==> config.mk <==
export PLATFORM = sky130hd
export DESIGN_NAME = ctf_turn_ctrl_flat
export DESIGN_NICKNAME = d
export VERILOG_FILES = /design/src/rtl/ctf_turn_ctrl_pkg.sv /design/src/rtl/ctf_turn_ctrl_if.sv /design/src/rtl/ctf_turn_ctrl_move_check.sv /design/src/rtl/ctf_turn_ctrl.sv /design/src/flat_wrapper.sv
export SDC_FILE = /design/constraint.sdc
export NUM_CORES = 1
export LEC_CHECK = 0
export BUFFER_PORTS_ARGS = -buffer_cell sky130_fd_sc_hd__buf_2
export CAP_MARGIN = 20
export CORE_MARGIN = 2
export CORE_UTILIZATION = 40
export CTS_CLUSTER_DIAMETER = 100
export CTS_CLUSTER_SIZE = 30
export DETAILED_ROUTE_END_ITERATION = 8
export PLACE_DENSITY = 0.66
export SKIP_LAST_GASP = 1
export SLEW_MARGIN = 30
export SYNTH_ARGS = -nofsm -noshare
export SYNTH_HDL_FRONTEND = slang
export SYNTH_SLANG_ARGS = --single-unit
==> constraint.sdc <==
create_clock -name clk -period 10.21 [get_ports clk]
set_clock_uncertainty 0.05 [all_clocks]
set_input_delay 1.021 -clock clk [delete_from_list [all_inputs] [get_ports clk]]
set_output_delay 1.021 -clock clk [all_outputs]
set_load 0.01 [all_outputs]
==> src/rtl/ctf_turn_ctrl_pkg.sv <==
// Shared constants for the capture-the-flag turn controller: board size,
// direction codes, start/goal cells, winner codes and FSM state encoding.
package ctf_turn_ctrl_pkg;

    localparam int GRID = 10;

    localparam logic [1:0] DIR_UP = 2'd0;  // y-1
    localparam logic [1:0] DIR_DN = 2'd1;  // y+1
    localparam logic [1:0] DIR_LT = 2'd2;  // x-1
    localparam logic [1:0] DIR_RT = 2'd3;  // x+1

    localparam logic [3:0] P1_START_X = 4'd0;
    localparam logic [3:0] P1_START_Y = 4'd0;
    localparam logic [3:0] P1_GOAL_X  = 4'd9;
    localparam logic [3:0] P1_GOAL_Y  = 4'd9;
    localparam logic [3:0] P2_START_X = 4'd9;
    localparam logic [3:0] P2_START_Y = 4'd9;
    localparam logic [3:0] P2_GOAL_X  = 4'd0;
    localparam logic [3:0] P2_GOAL_Y  = 4'd0;

    typedef enum logic [1:0] {
        WIN_NONE = 2'b00,
        WIN_P1   = 2'b01,
        WIN_P2   = 2'b10
    } winner_t;

    typedef enum logic [2:0] {
        ST_IDLE       = 3'd0,
        ST_TURN       = 3'd1,
        ST_CHECK      = 3'd2,
        ST_WAIT_FRAME = 3'd3,
        ST_COMMIT     = 3'd4,
        ST_WON        = 3'd5
    } state_t;

endpackage

==> src/rtl/ctf_turn_ctrl_if.sv <==
// Move-request handshake for both players. The player side drives
// valid/dir and watches ready; the controller side grants ready.
interface ctf_turn_ctrl_if;

    logic       p1_valid;
    logic [1:0] p1_dir;
    logic       p1_ready;
    logic       p2_valid;
    logic [1:0] p2_dir;
    logic       p2_ready;

    modport master (
        output p1_valid, p1_dir, p2_valid, p2_dir,
        input  p1_ready, p2_ready
    );

    modport slave (
        input  p1_valid, p1_dir, p2_valid, p2_dir,
        output p1_ready, p2_ready
    );

endinterface

==> src/rtl/ctf_turn_ctrl_move_check.sv <==
// Combinational legality check for one move: target cell from position and
// direction, then board bounds, wall bitmap and opponent collision.
module ctf_turn_ctrl_move_check
    import ctf_turn_ctrl_pkg::*;
#(
    parameter int N = 10
) (
    input  logic [3:0] pos_x,
    input  logic [3:0] pos_y,
    input  logic [1:0] dir,
    input  logic [3:0] opp_x,
    input  logic [3:0] opp_y,
    input  logic [N:0] row1,
    input  logic [N:0] row2,
    input  logic [N:0] row3,
    input  logic [N:0] row4,
    input  logic [N:0] row5,
    input  logic [N:0] row6,
    input  logic [N:0] row7,
    input  logic [N:0] row8,
    input  logic [N:0] row9,
    input  logic [N:0] row10,
    output logic [3:0] tgt_x,
    output logic [3:0] tgt_y,
    output logic       legal
);

    // 5 bits so that 0-1 wraps to 31 and 9+1 gives 10; both fail the bound test
    logic [4:0]  nx;
    logic [4:0]  ny;
    logic [N:0]  row_sel;
    logic [15:0] row_ext;
    logic        on_board;
    logic        wall_hit;
    logic        opp_hit;

    // target cell
    always_comb begin
        nx = {1'b0, pos_x};
        ny = {1'b0, pos_y};
        case (dir)
            DIR_UP:  ny = {1'b0, pos_y} - 5'd1;
            DIR_DN:  ny = {1'b0, pos_y} + 5'd1;
            DIR_LT:  nx = {1'b0, pos_x} - 5'd1;
            default: nx = {1'b0, pos_x} + 5'd1;
        endcase
    end

    // wall row selected by the target row
    always_comb begin
        row_sel = '0;
        case (ny)
            5'd0:    row_sel = row1;
            5'd1:    row_sel = row2;
            5'd2:    row_sel = row3;
            5'd3:    row_sel = row4;
            5'd4:    row_sel = row5;
            5'd5:    row_sel = row6;
            5'd6:    row_sel = row7;
            5'd7:    row_sel = row8;
            5'd8:    row_sel = row9;
            5'd9:    row_sel = row10;
            default: row_sel = '0;
        endcase
    end

    assign row_ext  = 16'(row_sel);
    assign on_board = (nx < 5'(GRID)) && (ny < 5'(GRID));
    assign wall_hit = row_ext[nx[3:0]];
    assign opp_hit  = (nx[3:0] == opp_x) && (ny[3:0] == opp_y);
    assign legal    = on_board && !wall_hit && !opp_hit;
    assign tgt_x    = nx[3:0];
    assign tgt_y    = ny[3:0];

endmodule

==> src/rtl/ctf_turn_ctrl.sv <==
// Turn scheduler and move sequencer for the 10x10 capture-the-flag board.
// One request per turn is accepted, checked, then committed on a frame
// boundary so the renderer never sees a position change mid-frame.
//
//  state       | meaning
//  ------------+--------------------------------------------------------
//  IDLE        | no game; waiting for start
//  TURN        | current player may request; frame_ticks count to forfeit
//  CHECK       | one cycle: legality of latched request against walls/opp
//  WAIT_FRAME  | legal target held until the next frame_tick
//  COMMIT      | mover takes target; win test or hand turn over
//  WON         | positions frozen, winner shown; start begins a new game
module ctf_turn_ctrl
    import ctf_turn_ctrl_pkg::*;
#(
    parameter int N           = 10,
    parameter int TURN_FRAMES = 120
) (
    input  logic                 clk,
    input  logic                 reset,
    input  logic                 frame_tick,
    input  logic                 start,
    ctf_turn_ctrl_if.slave       hs,
    input  logic [N:0]           row1,
    input  logic [N:0]           row2,
    input  logic [N:0]           row3,
    input  logic [N:0]           row4,
    input  logic [N:0]           row5,
    input  logic [N:0]           row6,
    input  logic [N:0]           row7,
    input  logic [N:0]           row8,
    input  logic [N:0]           row9,
    input  logic [N:0]           row10,
    output logic [3:0]           b_x1,
    output logic [3:0]           b_y1,
    output logic [3:0]           b_x2,
    output logic [3:0]           b_y2,
    output logic                 turn,
    output logic                 move_rejected,
    output logic                 game_over,
    output logic [1:0]           winner
);

    localparam int CW = (TURN_FRAMES > 1) ? $clog2(TURN_FRAMES) : 1;
    localparam logic [CW-1:0] CNT_LAST = CW'(TURN_FRAMES - 1);

    state_t        state_q;
    state_t        state_d;
    logic [CW-1:0] cnt_q;
    logic [1:0]    dir_q;
    logic [3:0]    tgt_x_q;
    logic [3:0]    tgt_y_q;

    logic       reload;
    logic       accept;
    logic       cnt_inc;
    logic       forfeit;
    logic       latch_tgt;
    logic       commit;

    logic       cur_valid;
    logic [1:0] cur_dir;
    logic [3:0] chk_x;
    logic [3:0] chk_y;
    logic       chk_legal;

    logic [3:0] p1n_x;
    logic [3:0] p1n_y;
    logic [3:0] p2n_x;
    logic [3:0] p2n_y;
    logic       win_p1;
    logic       win_p2;
    logic       win;

    assign cur_valid = turn ? hs.p2_valid : hs.p1_valid;
    assign cur_dir   = turn ? hs.p2_dir   : hs.p1_dir;

    ctf_turn_ctrl_move_check #(.N(N)) u_move_check (
        .pos_x (turn ? b_x2 : b_x1),
        .pos_y (turn ? b_y2 : b_y1),
        .dir   (dir_q),
        .opp_x (turn ? b_x1 : b_x2),
        .opp_y (turn ? b_y1 : b_y2),
        .row1  (row1),
        .row2  (row2),
        .row3  (row3),
        .row4  (row4),
        .row5  (row5),
        .row6  (row6),
        .row7  (row7),
        .row8  (row8),
        .row9  (row9),
        .row10 (row10),
        .tgt_x (chk_x),
        .tgt_y (chk_y),
        .legal (chk_legal)
    );

    // positions as they will be after the commit, for the win test
    assign p1n_x  = turn ? b_x1 : tgt_x_q;
    assign p1n_y  = turn ? b_y1 : tgt_y_q;
    assign p2n_x  = turn ? tgt_x_q : b_x2;
    assign p2n_y  = turn ? tgt_y_q : b_y2;
    assign win_p1 = (p1n_x == P1_GOAL_X) && (p1n_y == P1_GOAL_Y);
    assign win_p2 = (p2n_x == P2_GOAL_X) && (p2n_y == P2_GOAL_Y);
    assign win    = win_p1 || win_p2;

    assign game_over = (state_q == ST_WON);

    // state register
    always_ff @(posedge clk) begin
        if (!reset) begin
            state_q <= ST_IDLE;
        end else begin
            state_q <= state_d;
        end
    end

    // next state, handshake readies and datapath strobes
    always_comb begin
        state_d       = state_q;
        hs.p1_ready   = 1'b0;
        hs.p2_ready   = 1'b0;
        move_rejected = 1'b0;
        reload        = 1'b0;
        accept        = 1'b0;
        cnt_inc       = 1'b0;
        forfeit       = 1'b0;
        latch_tgt     = 1'b0;
        commit        = 1'b0;
        case (state_q)
            ST_IDLE, ST_WON: begin
                if (start) begin
                    reload  = 1'b1;
                    state_d = ST_TURN;
                end
            end
            ST_TURN: begin
                hs.p1_ready = !turn;
                hs.p2_ready = turn;
                // an accept in the same cycle as the last tick beats the forfeit
                if (cur_valid) begin
                    accept  = 1'b1;
                    state_d = ST_CHECK;
                end else if (frame_tick) begin
                    if (cnt_q == CNT_LAST) begin
                        forfeit = 1'b1;
                    end else begin
                        cnt_inc = 1'b1;
                    end
                end
            end
            ST_CHECK: begin
                if (chk_legal) begin
                    latch_tgt = 1'b1;
                    state_d   = ST_WAIT_FRAME;
                end else begin
                    move_rejected = 1'b1;
                    state_d       = ST_TURN;
                end
            end
            ST_WAIT_FRAME: begin
                if (frame_tick) begin
                    state_d = ST_COMMIT;
                end
            end
            ST_COMMIT: begin
                commit  = 1'b1;
                state_d = win ? ST_WON : ST_TURN;
            end
            default: state_d = ST_IDLE;
        endcase
    end

    // positions, turn, forfeit counter, latched request and winner
    always_ff @(posedge clk) begin
        if (!reset) begin
            b_x1    <= P1_START_X;
            b_y1    <= P1_START_Y;
            b_x2    <= P2_START_X;
            b_y2    <= P2_START_Y;
            turn    <= 1'b0;
            cnt_q   <= '0;
            dir_q   <= DIR_UP;
            tgt_x_q <= '0;
            tgt_y_q <= '0;
            winner  <= WIN_NONE;
        end else begin
            if (reload) begin
                b_x1   <= P1_START_X;
                b_y1   <= P1_START_Y;
                b_x2   <= P2_START_X;
                b_y2   <= P2_START_Y;
                turn   <= 1'b0;
                cnt_q  <= '0;
                winner <= WIN_NONE;
            end
            if (accept) begin
                dir_q <= cur_dir;
                cnt_q <= '0;
            end
            if (cnt_inc) begin
                cnt_q <= cnt_q + CW'(1);
            end
            if (forfeit) begin
                turn  <= ~turn;
                cnt_q <= '0;
            end
            if (latch_tgt) begin
                tgt_x_q <= chk_x;
                tgt_y_q <= chk_y;
            end
            if (commit) begin
                if (turn) begin
                    b_x2 <= tgt_x_q;
                    b_y2 <= tgt_y_q;
                end else begin
                    b_x1 <= tgt_x_q;
                    b_y1 <= tgt_y_q;
                end
                if (win) begin
                    winner <= win_p1 ? WIN_P1 : WIN_P2;
                end else begin
                    turn <= ~turn;
                end
            end
        end
    end

endmodule

==> src/flat_wrapper.sv <==
// flat-port wrapper written by rule: the top's interface ports become plain ports
module ctf_turn_ctrl_flat import ctf_turn_ctrl_pkg::*;
#(
    parameter int N           = 10,
    parameter int TURN_FRAMES = 120
)
  (clk, reset, frame_tick, start, row1, row2, row3, row4, row5, row6, row7, row8, row9, row10, b_x1, b_y1, b_x2, b_y2, turn, move_rejected, game_over, winner, hs_p1_valid, hs_p1_dir, hs_p2_valid, hs_p2_dir, hs_p1_ready, hs_p2_ready);
  ctf_turn_ctrl_if hs_i ();
  input  logic clk;
  input  logic reset;
  input  logic frame_tick;
  input  logic start;
  input  logic [N:0] row1;
  input  logic [N:0] row2;
  input  logic [N:0] row3;
  input  logic [N:0] row4;
  input  logic [N:0] row5;
  input  logic [N:0] row6;
  input  logic [N:0] row7;
  input  logic [N:0] row8;
  input  logic [N:0] row9;
  input  logic [N:0] row10;
  output logic [3:0] b_x1;
  output logic [3:0] b_y1;
  output logic [3:0] b_x2;
  output logic [3:0] b_y2;
  output logic turn;
  output logic move_rejected;
  output logic game_over;
  output logic [1:0] winner;
  input wire logic [$bits(hs_i.p1_valid)-1:0] hs_p1_valid;
  input wire logic [$bits(hs_i.p1_dir)-1:0] hs_p1_dir;
  input wire logic [$bits(hs_i.p2_valid)-1:0] hs_p2_valid;
  input wire logic [$bits(hs_i.p2_dir)-1:0] hs_p2_dir;
  output wire logic [$bits(hs_i.p1_ready)-1:0] hs_p1_ready;
  output wire logic [$bits(hs_i.p2_ready)-1:0] hs_p2_ready;
  assign hs_i.p1_valid = hs_p1_valid;
  assign hs_i.p1_dir = hs_p1_dir;
  assign hs_i.p2_valid = hs_p2_valid;
  assign hs_i.p2_dir = hs_p2_dir;
  assign hs_p1_ready = hs_i.p1_ready;
  assign hs_p2_ready = hs_i.p2_ready;
  ctf_turn_ctrl #(.N(N), .TURN_FRAMES(TURN_FRAMES)) u_core (.clk(clk), .reset(reset), .frame_tick(frame_tick), .start(start), .hs(hs_i), .row1(row1), .row2(row2), .row3(row3), .row4(row4), .row5(row5), .row6(row6), .row7(row7), .row8(row8), .row9(row9), .row10(row10), .b_x1(b_x1), .b_y1(b_y1), .b_x2(b_x2), .b_y2(b_y2), .turn(turn), .move_rejected(move_rejected), .game_over(game_over), .winner(winner));
endmodule
==> qor.yml <==
startpoint: "u_core.turn"
finalCoreUtilization_pct: 48.5
worstPathRequired_ps: 9140
ys_dominant_reg_cell: "dfxtp_1"
router_iterations_before_antenna_repair: 5
final.fill_count: 1056
drive_above_1_share_pct: 29.5
synth_top_cells_by_area: "dfxtp_1 19%, mux2i_1 6.6%, nand2_1 5.6%"
synth-edff-count: 0
seqCellArea_sq_um: 781
pre_cts_ws_ps: 4460
mean_routed_wirelength_per_cell_um: 17.6
finish.instance_area_sq_um: 4940
r2r_cells: 14
vias: 4812
die_width_um: 106
core_area_sq_um: 10200
worst-slew-pin-transition_ps: 992
r2r_end: "u_core.tgt_x_q[3]"
drt_wl_total_um: 14000
synth.most_common_cell: "nand2_1"
report.final.slew_viol_count: 0
clkLatencyLatePin_ps: 300
synth_seq_area_share_pct: 18.9
cts_max_level: 2
element_type_at_the_critical_path_end: "output pin"
cts.reportedPaths.clkPinSlew_ps: 80
postCtsSetupRepairBufs: 0
cell_variety_after_synth: 79
antenna-diode-count: 0
p_int_uw: 542
setup_repair_after_global_routing_missed_its_margin: "no"
fp-row-count: 37
outcome: "completed"
die-height_um: 106
total_neg_setup_slack_ps: 0
path_class: "flop to output pin"
yosys.area.top_type_share_pct: 18.9
net-switching-power_uw: 690
irDropWorstVdd_mv: 0.143
post_synth_instance_area_sq_um: 4120
cts.root.buffer_cell: "clkbuf_8"
pwr_density_cell_nw_per_um2: 249
worst_r2r_startpoint: "u_core.turn"
gr-total-overflow: 0
report.final.setup_viol: 0
synth_area_leader_cell: "dfxtp_1"
layout_min_cycle_time_ps: 6190
via_count_of_the_first_global_routing_pass: 4462
synth_warnings: 0
drt_iter0_markers: 352
comb_power_share_pct: 76.4
setup_slack_ps: 4020
power.total_mw: 1.23
ys_top_cells_by_count: "61 x nand2_1, 51 x nor2_1, 39 x dfxtp_1"
fin_crit_sh_pct: 60.6
dieArea_sq_um: 11100
i_o_pin_cnt: 143
grt_first_pass_wirelength_um: 22100
worst_hold_path_type: "flop to flop"
place_congestion: 0.899
worst_setup_path_start_kind: "flop"
post-route-drc-count: 0
cts-buffers-inserted: 5
drtAntennaViolNets: 0
clock_sink_count: 39
cts_max_path_buffers: 2
seqPwrFrac_pct: 15.4
pin_count_of_the_biggest_net_entering_global_routing: 43
initial_core_util_pct: 40.5
yosys_register_bits: 39
p_clk_share_pct: 8.3
grt.total_usage_pct: 24.3
grt_antenna_before_repair: 0
worst-endpoint-arrival_ps: 5120
synth.net_count: 670
routed_via_density: 6.03
slew-limit-headroom_pct: 33.9
finalNetCount: 790
layout-area-overhead-vs-synth_pct: 19.9
endpoint: "move_rejected"
multi_input_area_sq_um: 3120
cts-resized-gates: 0
cts_hold_buf: 0
dpl.hpwl_um: 10800
timing_hold_violations_final: 0
maxCapViolCount: 0
tritoncts: "yes"
r2r_setup_slack_ps: 4920
port_buffers: 142
synth-async-reset-ratio_pct: 0
power.leakage_nw: 2.00
place_area_sq_um: 4860
timing.critical_path.fanout_max: 26
min-delay-start: "u_core.cnt_q[6]"
timing.fmax_mhz: 162
postSynthCellCount: 541
syn_area_per_cell_sq_um: 7.62
swShare_pct: 56.0
==> registers in the layout (all words and copies together), names as in the netlist, 3 cells and up <==
name	count
u_core.tgt_x_q	4
u_core.b_y1	4
u_core.cnt_q	7
u_core.b_x1	4
u_core.b_x2	4
u_core.state_q	3
u_core.tgt_y_q	4
u_core.b_y2	4
==> kinds of logic (layout without fill, tap and decap cells) <==
family / count (synthesis) / in the layout / synth area share, %
xor+xnor: 21 / 21 / 5.28
mux: 44 / 44 / 12.4
buf+inv: 45 / 166 / 5.80
fa+ha+maj: 9 / 9 / 3.10
flops: 39 / 39 / 18.9
simple gates: 219 / 219 / 26.0
compound gates: 164 / 164 / 28.5
==> layout by cell type (no fill, tap or decap), drive strengths merged, types with 12 or more instances in the layout <==
cell type    n
buf        145
nand2       63
nor2        53
dfxtp       39
a21oi       33
mux2i       32
nand3       28
o21ai       24
nor3        22
a31oi       16
a22oi       14
a211oi      14
xnor2       13
inv         12
==> layout make-up <==
class / instances / share of cell area [%]
Clock buffer: 5 / 1.39
Clock inverter: 3 / 0.304
Inverter: 13 / 1.04
Multi-Input combinational cell: 457 / 63.2
Sequential cell: 39 / 15.8
Tap cell: 136 / 3.44
Timing Repair Buffer: 145 / 14.8
==> metal layers <==
metal | share of wire [%] | GRT usage [%] | routed length, um
met2 | 48 | 42.2 | 6680
met3 | 7.9 | 3.83 | 1110
met4 | 1.7 | 6.20 | 240
met1 | 43 | 31.3 | 5980
met5 | 0 | 0 | 0
==> through the flow <==
stage,std cells,hold WS (ps)
6_report,798,421
5_1_grt,798,441
4_1_cts,798,415
3_5_place_dp,790,402
3_3_place_gp,790,404
2_1_floorplan,541,382
==> worst min-delay path by stage <==
stage	end	slack (ps)	cells past startpoint
3_3_place_gp	u_core.cnt_q[6]	400	1
5_1_grt	u_core.winner[1]	440	2
3_5_place_dp	u_core.winner[1]	400	2
4_1_cts	u_core.cnt_q[6]	420	1
6_report	u_core.cnt_q[6]	420	1
2_1_floorplan	u_core.cnt_q[6]	380	1
==> critical path, cell delays in order, from the launching register on <==
cell,delay [ps]
dfxtp_1,700
buf_4,360
mux2i_2,440
inv_1,190
ha_1,420
xnor2_2,260
mux2i_4,700
mux2_2,420
a221oi_1,260
nor4_1,80
a211oi_1,310
a311o_1,240
nand2_1,100
o21a_1,200
buf_2,130
==> power by group through the flow <==
stage / clock network, mW / logic, mW / registers (mW)
4_1_cts: 0.103 / 0.925 / 0.188
2_1_floorplan: 0 / 0.763 / 0.178
3_5_place_dp: 0 / 0.920 / 0.192
5_1_grt: 0.111 / 1.02 / 0.191
6_report: 0.102 / 0.941 / 0.190
3_3_place_gp: 0 / 0.913 / 0.191
(Power assumes the default switching activity.)
